### src/rtl/pending_req_encoder.sv
// Registered priority encoder: captures request pulses into a sticky pending
// register and issues pending indices one at a time over a valid/ready handshake.
module pending_req_encoder #(
    parameter int N    = 16,
    parameter int W    = $clog2(N),
    parameter int MODE = 0
) (
    input  logic         clk,
    input  logic         rst,
    input  logic [N-1:0] req,
    input  logic         clr,
    output logic [W-1:0] out_idx,
    output logic         out_valid,
    input  logic         out_ready,
    output logic [W:0]   pend_cnt,
    output logic         any_pend,
    output logic         dropped
);

    logic [N-1:0] pending;
    logic [N-1:0] issue_mask;
    logic [N-1:0] next_pending;
    logic [W:0]   next_cnt;
    logic [W-1:0] last;
    logic [W-1:0] sel;
    logic [W-1:0] sel_hi;
    logic [W-1:0] sel_lo;
    logic         hit_hi;
    logic         load;
    int unsigned  start;

    always_comb begin
        sel    = '0;
        sel_hi = '0;
        sel_lo = '0;
        hit_hi = 1'b0;
        start  = 0;
        if (MODE == 0) begin
            for (int unsigned i = 0; i < N; i++) begin
                if (pending[i]) sel = W'(i);
            end
        end else begin
            start = (32'(last) + 1 >= N) ? 0 : 32'(last) + 1;
            // Descending scan keeps the lowest set bit overall (wrap case) and the
            // lowest set bit at or above the start point (no-wrap case).
            for (int unsigned i = N; i > 0; i--) begin
                if (pending[i-1]) begin
                    sel_lo = W'(i - 1);
                    if (i - 1 >= start) begin
                        sel_hi = W'(i - 1);
                        hit_hi = 1'b1;
                    end
                end
            end
            sel = hit_hi ? sel_hi : sel_lo;
        end
    end

    assign load         = (!out_valid || out_ready) && (pending != '0);
    assign issue_mask   = load ? (N'(1) << sel) : '0;
    assign next_pending = (pending & ~issue_mask) | req;

    always_comb begin
        next_cnt = '0;
        for (int unsigned i = 0; i < N; i++) begin
            next_cnt = next_cnt + {{W{1'b0}}, next_pending[i]};
        end
    end

    always_ff @(posedge clk) begin
        if (rst) begin
            pending   <= '0;
            out_idx   <= '0;
            out_valid <= 1'b0;
            pend_cnt  <= '0;
            any_pend  <= 1'b0;
            dropped   <= 1'b0;
            last      <= W'(N - 1);
        end else if (clr) begin
            pending   <= '0;
            out_idx   <= '0;
            out_valid <= 1'b0;
            pend_cnt  <= '0;
            any_pend  <= 1'b0;
            dropped   <= 1'b0;
        end else begin
            pending  <= next_pending;
            pend_cnt <= next_cnt;
            any_pend <= |next_pending;
            dropped  <= |(req & pending & ~issue_mask);
            if (load) begin
                out_idx   <= sel;
                out_valid <= 1'b1;
                if (MODE == 1) last <= sel;
            end else if (out_valid && out_ready) begin
                out_valid <= 1'b0;
            end
        end
    end

endmodule

### config.mk
export PLATFORM = sky130hd
export DESIGN_NAME = pending_req_encoder
export DESIGN_NICKNAME = d
export VERILOG_FILES = /design/src/rtl/pending_req_encoder.sv
export SDC_FILE = /design/constraint.sdc
export NUM_CORES = 1
export LEC_CHECK = 0
export CORE_MARGIN = 1
export CORE_UTILIZATION = 38
export DETAILED_ROUTE_END_ITERATION = 8
export SKIP_CTS_REPAIR_TIMING = 1
export SYNTH_ARGS = -nofsm -noshare
export SYNTH_HDL_FRONTEND = slang
export SYNTH_SLANG_ARGS = --single-unit
export TNS_END_PERCENT = 50
### constraint.sdc
create_clock -name clk -period 7.5 [get_ports clk]
set_input_delay 0.75 -clock clk [delete_from_list [all_inputs] [get_ports clk]]
set_output_delay 0.75 -clock clk [all_outputs]
set_load 0.1 [all_outputs]
* After elaboration in Yosys (flattened, before gate mapping) *
Cells that the tools add are included.

storage, ports and cells
  latch bits = 0
  logic and storage cells = 54
  memories kept = 0
  output and inout port bits = 12
  RAM bits = 0
  input bits = 20
  flip-flop bits (word level) = 28
  bits in read-only memories = 0

operators by class
  shifts and indexed selects = 1
  reductions and logical operators = 9
  $lt $le $gt $ge = 0
  multipliers = 0
  divide/modulo/power cells = 0
  mux-type cells = 18
  bitwise logic cells = 5
  add/sub/neg operators = 15
  equal/unequal tests = 0

operator list
  operator                                                            number
  5-bit by 1-bit adder with 5-bit output                              11
  4-bit two-way mux                                                   13
  16-bit bitwise AND                                                  3
  16-bit OR reduction                                                 2
  16-bit two-way mux                                                  1
  16-bit NOT                                                          1
  16-bit OR                                                           1
  16-bit nonzero test                                                 1
  1-bit by 4-bit left shift with 16-bit output, first input constant  1
  4-bit by 1-bit adder with 5-bit output                              1
  3-bit by 1-bit adder with 4-bit output                              1
  2-bit by 1-bit adder with 3-bit output                              1
  1-bit two-way mux                                                   3
  1-bit by 1-bit adder with 2-bit output                              1
  1-bit logical AND                                                   2
  2-bit two-way mux                                                   1
  2-bit nonzero test                                                  1
  2-bit OR reduction                                                  1
  1-bit logical NOT                                                   1
  1-bit logical OR                                                    1

* Logic depth before layout (Yosys ltp) *
  depth after elaboration = 35
  depth in mapped cells = 21
  gate-level depth less buffers = 20

* Worst setup path before layout *
No wires, ideal clock.

  kind = reg-to-reg
  from = reg out_valid
  to = reg pend_cnt[3]
  stages on the path, launching flop included = 18
  arrival = 4792 ps
  buffers on the path = 0
  setup slack = 2580 ps
  clock period less this slack = 4920 ps
  library setup time = 128 ps
  required time = 7372 ps
  path through = dfxtp_1 -> and2b_2 -> nor3_4 -> nand3_2 -> o31a_2 -> nor2_1 -> inv_1 -> fa_1 -> inv_1 -> fa_1 -> fa_1 -> fa_1 -> inv_1 -> ha_1 -> a21o_1 -> a21oi_1 -> xor2_1 -> nor2_1

on the way
  cells in the longest elaborated chain, start to end = 22

ends and longest elaborated chain
  element                                                line  source
  from (decl)                                            13    output logic out_valid,
  from (signal assigned)                                 74    out_valid <= 1'b0;
  from (signal assigned)                                 82    out_valid <= 1'b0;
  from (signal assigned)                                 93    out_valid <= 1'b1;
  1-bit logical NOT                                      59    assign load = (!out_valid || out_ready) && (pending != '0);
  1-bit logical OR                                       59
  1-bit logical AND                                      59
  16-bit two-way mux                                     60    assign issue_mask = load ? (N'(1) << sel) : '0;
  16-bit NOT                                             61    assign next_pending = (pending & ~issue_mask) | req;
  16-bit bitwise AND                                     61
  16-bit OR                                              61
  via next_pending[0]                                    22    logic [N-1:0] next_pending;
  1-bit by 1-bit adder with 2-bit output                 66    next_cnt = next_cnt + {{W{1'b0}}, next_pending[i]};
  2-bit by 1-bit adder with 3-bit output                 66
  3-bit by 1-bit adder with 4-bit output                 66
  4-bit by 1-bit adder with 5-bit output                 66
  5-bit by 1-bit adder with 5-bit output (11 in series)  66
  to (signal assigned)                                   88    pend_cnt <= next_cnt;
  to (decl)                                              15    output logic [W:0] pend_cnt,

The timed path passes the listed nets, and every way through them passes these cells.
A chain may end at the register's enable or synchronous reset.

* Final worst setup path *
  from = in out_ready
  to = reg pend_cnt[3]

on the way
  cells in the longest elaborated chain, start to end = 21

ends and longest elaborated chain
  element                                                line  source
  from (decl)                                            14    input logic out_ready,
  1-bit logical OR                                       59
  1-bit logical AND                                      59
  16-bit two-way mux                                     60
  16-bit NOT                                             61
  16-bit bitwise AND                                     61
  16-bit OR                                              61
  via next_pending[0]                                    22
  1-bit by 1-bit adder with 2-bit output                 66
  2-bit by 1-bit adder with 3-bit output                 66
  3-bit by 1-bit adder with 4-bit output                 66
  4-bit by 1-bit adder with 5-bit output                 66
  5-bit by 1-bit adder with 5-bit output (11 in series)  66

The timed path passes the listed nets, and every way through them passes these cells.

==> flow_summary.toml <==
[outcome]
status = "complete, but fails checks"
violations = "design-rule violations"

[final_layout]
fillCellCount = 436
syn2layout_area_growth_pct = 21.6
nNetsFinal = 275
final_layout_size_suffix_gt1_share_pct = 7.98
final_util_pct = 49.2
n_antenna_cell = 0

[sta]
slew_headroom_pct = 34.1
worst_pin_slew_ns = 0.985
setup_viol = 0
finalMaxSlewViolations = 0
hold_viol = 0
layout_setup_ws_ns = 2.15
min_period_over_period_pct = 71.3
period_minus_slack_ns = 5.35
setup_tns_ns = 0
holdWs_ns = 0.505
fmax_ghz = 0.187
rsz0062_at_grt = "no"
skew_ns = 0.00939

[power_and_ir_drop]
p_leak_nw = 0.883
p_per_area_nw_per_um2 = 265
max-vdd-ir-drop_v = 0.000190

[die]
ioPinCount = 32
rows = 24
core_um2 = 4470
dieWidth_um = 71.0
initial_utilization_pct = 40.5
die-area_um2 = 5040
die_h_um = 71.0

[place]
post-place-ws_ns = 1.87
detailed_place_hpwl_um = 3450
port_buffers = 31
globalplace.congestion = 0.879

[job]
maxCapViolations = 0

[synth]
yosys_register_bits = 28
synth_largest_area_cell = "dfxtp_1"
synth_area_leaders = "dfxtp_1, fa_1, nor2_1"
ys_warn_count = 0
ys_async_sr_fraction_pct = 0
synth_top_area_share_pct = 31.0
synthFlopType = "dfxtp_1"
yosysSeqAreaShare_pct = 31.0
synth_most_common_cell = "nor2_1"
netlist_area_um2 = 1810
syn_nets = 245
netlist_instances = 209
netlist_top_cells_count = "nor2_1, dfxtp_1, inv_1"
synth_cell_types = 54
syn_area_per_cell_um2 = 8.66
synth-edff-count = 0

[setup_path]
worstPathRequired_ns = 7.66
endpoint_kind = "register"
cp_max_fo = 5
path_class = "in2reg"
critPathArrivalTime_ns = 5.51
crit_path_start_kind = "input pin"

[global_route]
grtUsageTotal_pct = 19.0
grt_pass1_vias = 1568
antenna_found_initial = 0
grt_max_degree = 29
grt_pass1_wl_um = 7490
grt.overflow.total = 0

[detailed_routing]
ant_nets = 0
drt-wirelength-per-cell_um = 15.1
via_per_inst = 5.46
route.vias.total = 1584
drcViolationCount = 5
first_pass_iters = 7
dr.first_iter.drc_count = 88
drt-total-wl_um = 4390

[clock_tree]
cts_tree = "done"
cts_buffer_depth = 2
clkTransAtPathRegs_ns = 0.10
cts_max_level = 1
cts_buffers = 3
clock_latency_ns = 0.28
cts-root-buf = "clkbuf_8"
cts.sinks = 28

[hold_path]
hp-class = "reg2reg"
-- sequential cells by signal (all words and copies together), names as in the netlist --
| name | count |
|---|---|
| out_valid | 1 |
| any_pend | 1 |
| out_idx | 4 |
| pending | 16 |
| dropped | 1 |
| pend_cnt | 5 |
-- layout by cell type (no fill, tap or decap), types with 2 or more instances in the layout --
master           synthesis  routed
dfxtp_1                 28      28
a22o_1                   2       2
xor2_1                   2       2
fa_1                    10      10
or4_4                    2       2
nand2b_1                 5       5
a221o_1                  2       2
nor2b_1                  2       2
inv_1                   21      21
a211oi_1                 4       4
nor4_1                   5       5
o31a_1                   2       2
o211ai_1                 4       4
a21oi_1                 20      20
a31oi_1                  2       2
o21a_1                   2       2
nor2_1                  35      35
and4_1                   2       2
clkbuf_8                 1       3
nand2_1                 11      11
o21ai_0                  2       2
clkdlybuf4s50_1          0      31
ha_1                     6       6
nand3_1                  4       4
or2_2                    2       2
-- cell families after synthesis --
group,Yosys count,share of synthesized area [%]
DFF,28,31.0
xor gates and xnor gates,2,0.968
AOI/OAI and AO/OA,52,20.2
adders and majority gates,16,15.2
and+or+nand+nor,84,25.2
buffers and inverters,27,7.39
-- cell type report --
cell class | count | area [um2] | area share, %
Clock inverter | 1 | 30.0 | 1.36
Sequential cell | 28 | 561 | 25.5
Tap cell | 52 | 65.1 | 2.95
Clock buffer | 3 | 41.3 | 1.88
Multi-Input combinational cell | 154 | 1120 | 50.7
Inverter | 21 | 78.8 | 3.58
Timing Repair Buffer | 31 | 310 | 14.1
-- per-stage QoR --
stage               std cells  area, um2  power [mW]
detailed placement        286       2130       0.465
floorplan                 209       1810       0.401
finish                    290       2200       0.584
global placement          286       2130       0.465
CTS                       290       2200       0.589
global route              290       2200       0.626
-- power breakdown --
part,switching (mW),total (mW),internal (mW)
logic,0.183,0.290,0.107
clock network,0.0505,0.122,0.0716
registers,0.00934,0.172,0.163
total,0.243,0.584,0.341
-- critical path: stages --
cell	delay, ns
clkdlybuf4s50_1	0.46
and2b_2	0.26
nor3_4	0.21
nand3_2	0.13
o31a_2	0.36
nor2_1	0.20
inv_1	0.10
fa_1	0.55
inv_1	0.06
fa_1	0.48
fa_1	0.43
fa_1	0.58
inv_1	0.07
ha_1	0.29
a21o_1	0.18
a21oi_1	0.16
xor2_1	0.17
nor2_1	0.06
-- metal layers --
metal	share of wire (%)	GRT usage, %	wire [um]
met1	47	25.4	2070
met2	46	30.9	2030
met3	5.7	3.85	251
met4	1.1	6.00	47
met5	0	0	0
-- worst paths after layout --
kind | from | to | slack [ns] | cells past startpoint
worst max-delay path | out_ready | pend_cnt[3] | 2.15 | 18
worst min-delay path | out_idx[1] | out_idx[1] | 0.50 | 2
worst min register to register | out_idx[1] | out_idx[1] | 0.50 | 2
worst max register to register | pending[5] | pend_cnt[3] | 2.35 | 16
(Power assumes the default switching activity.)
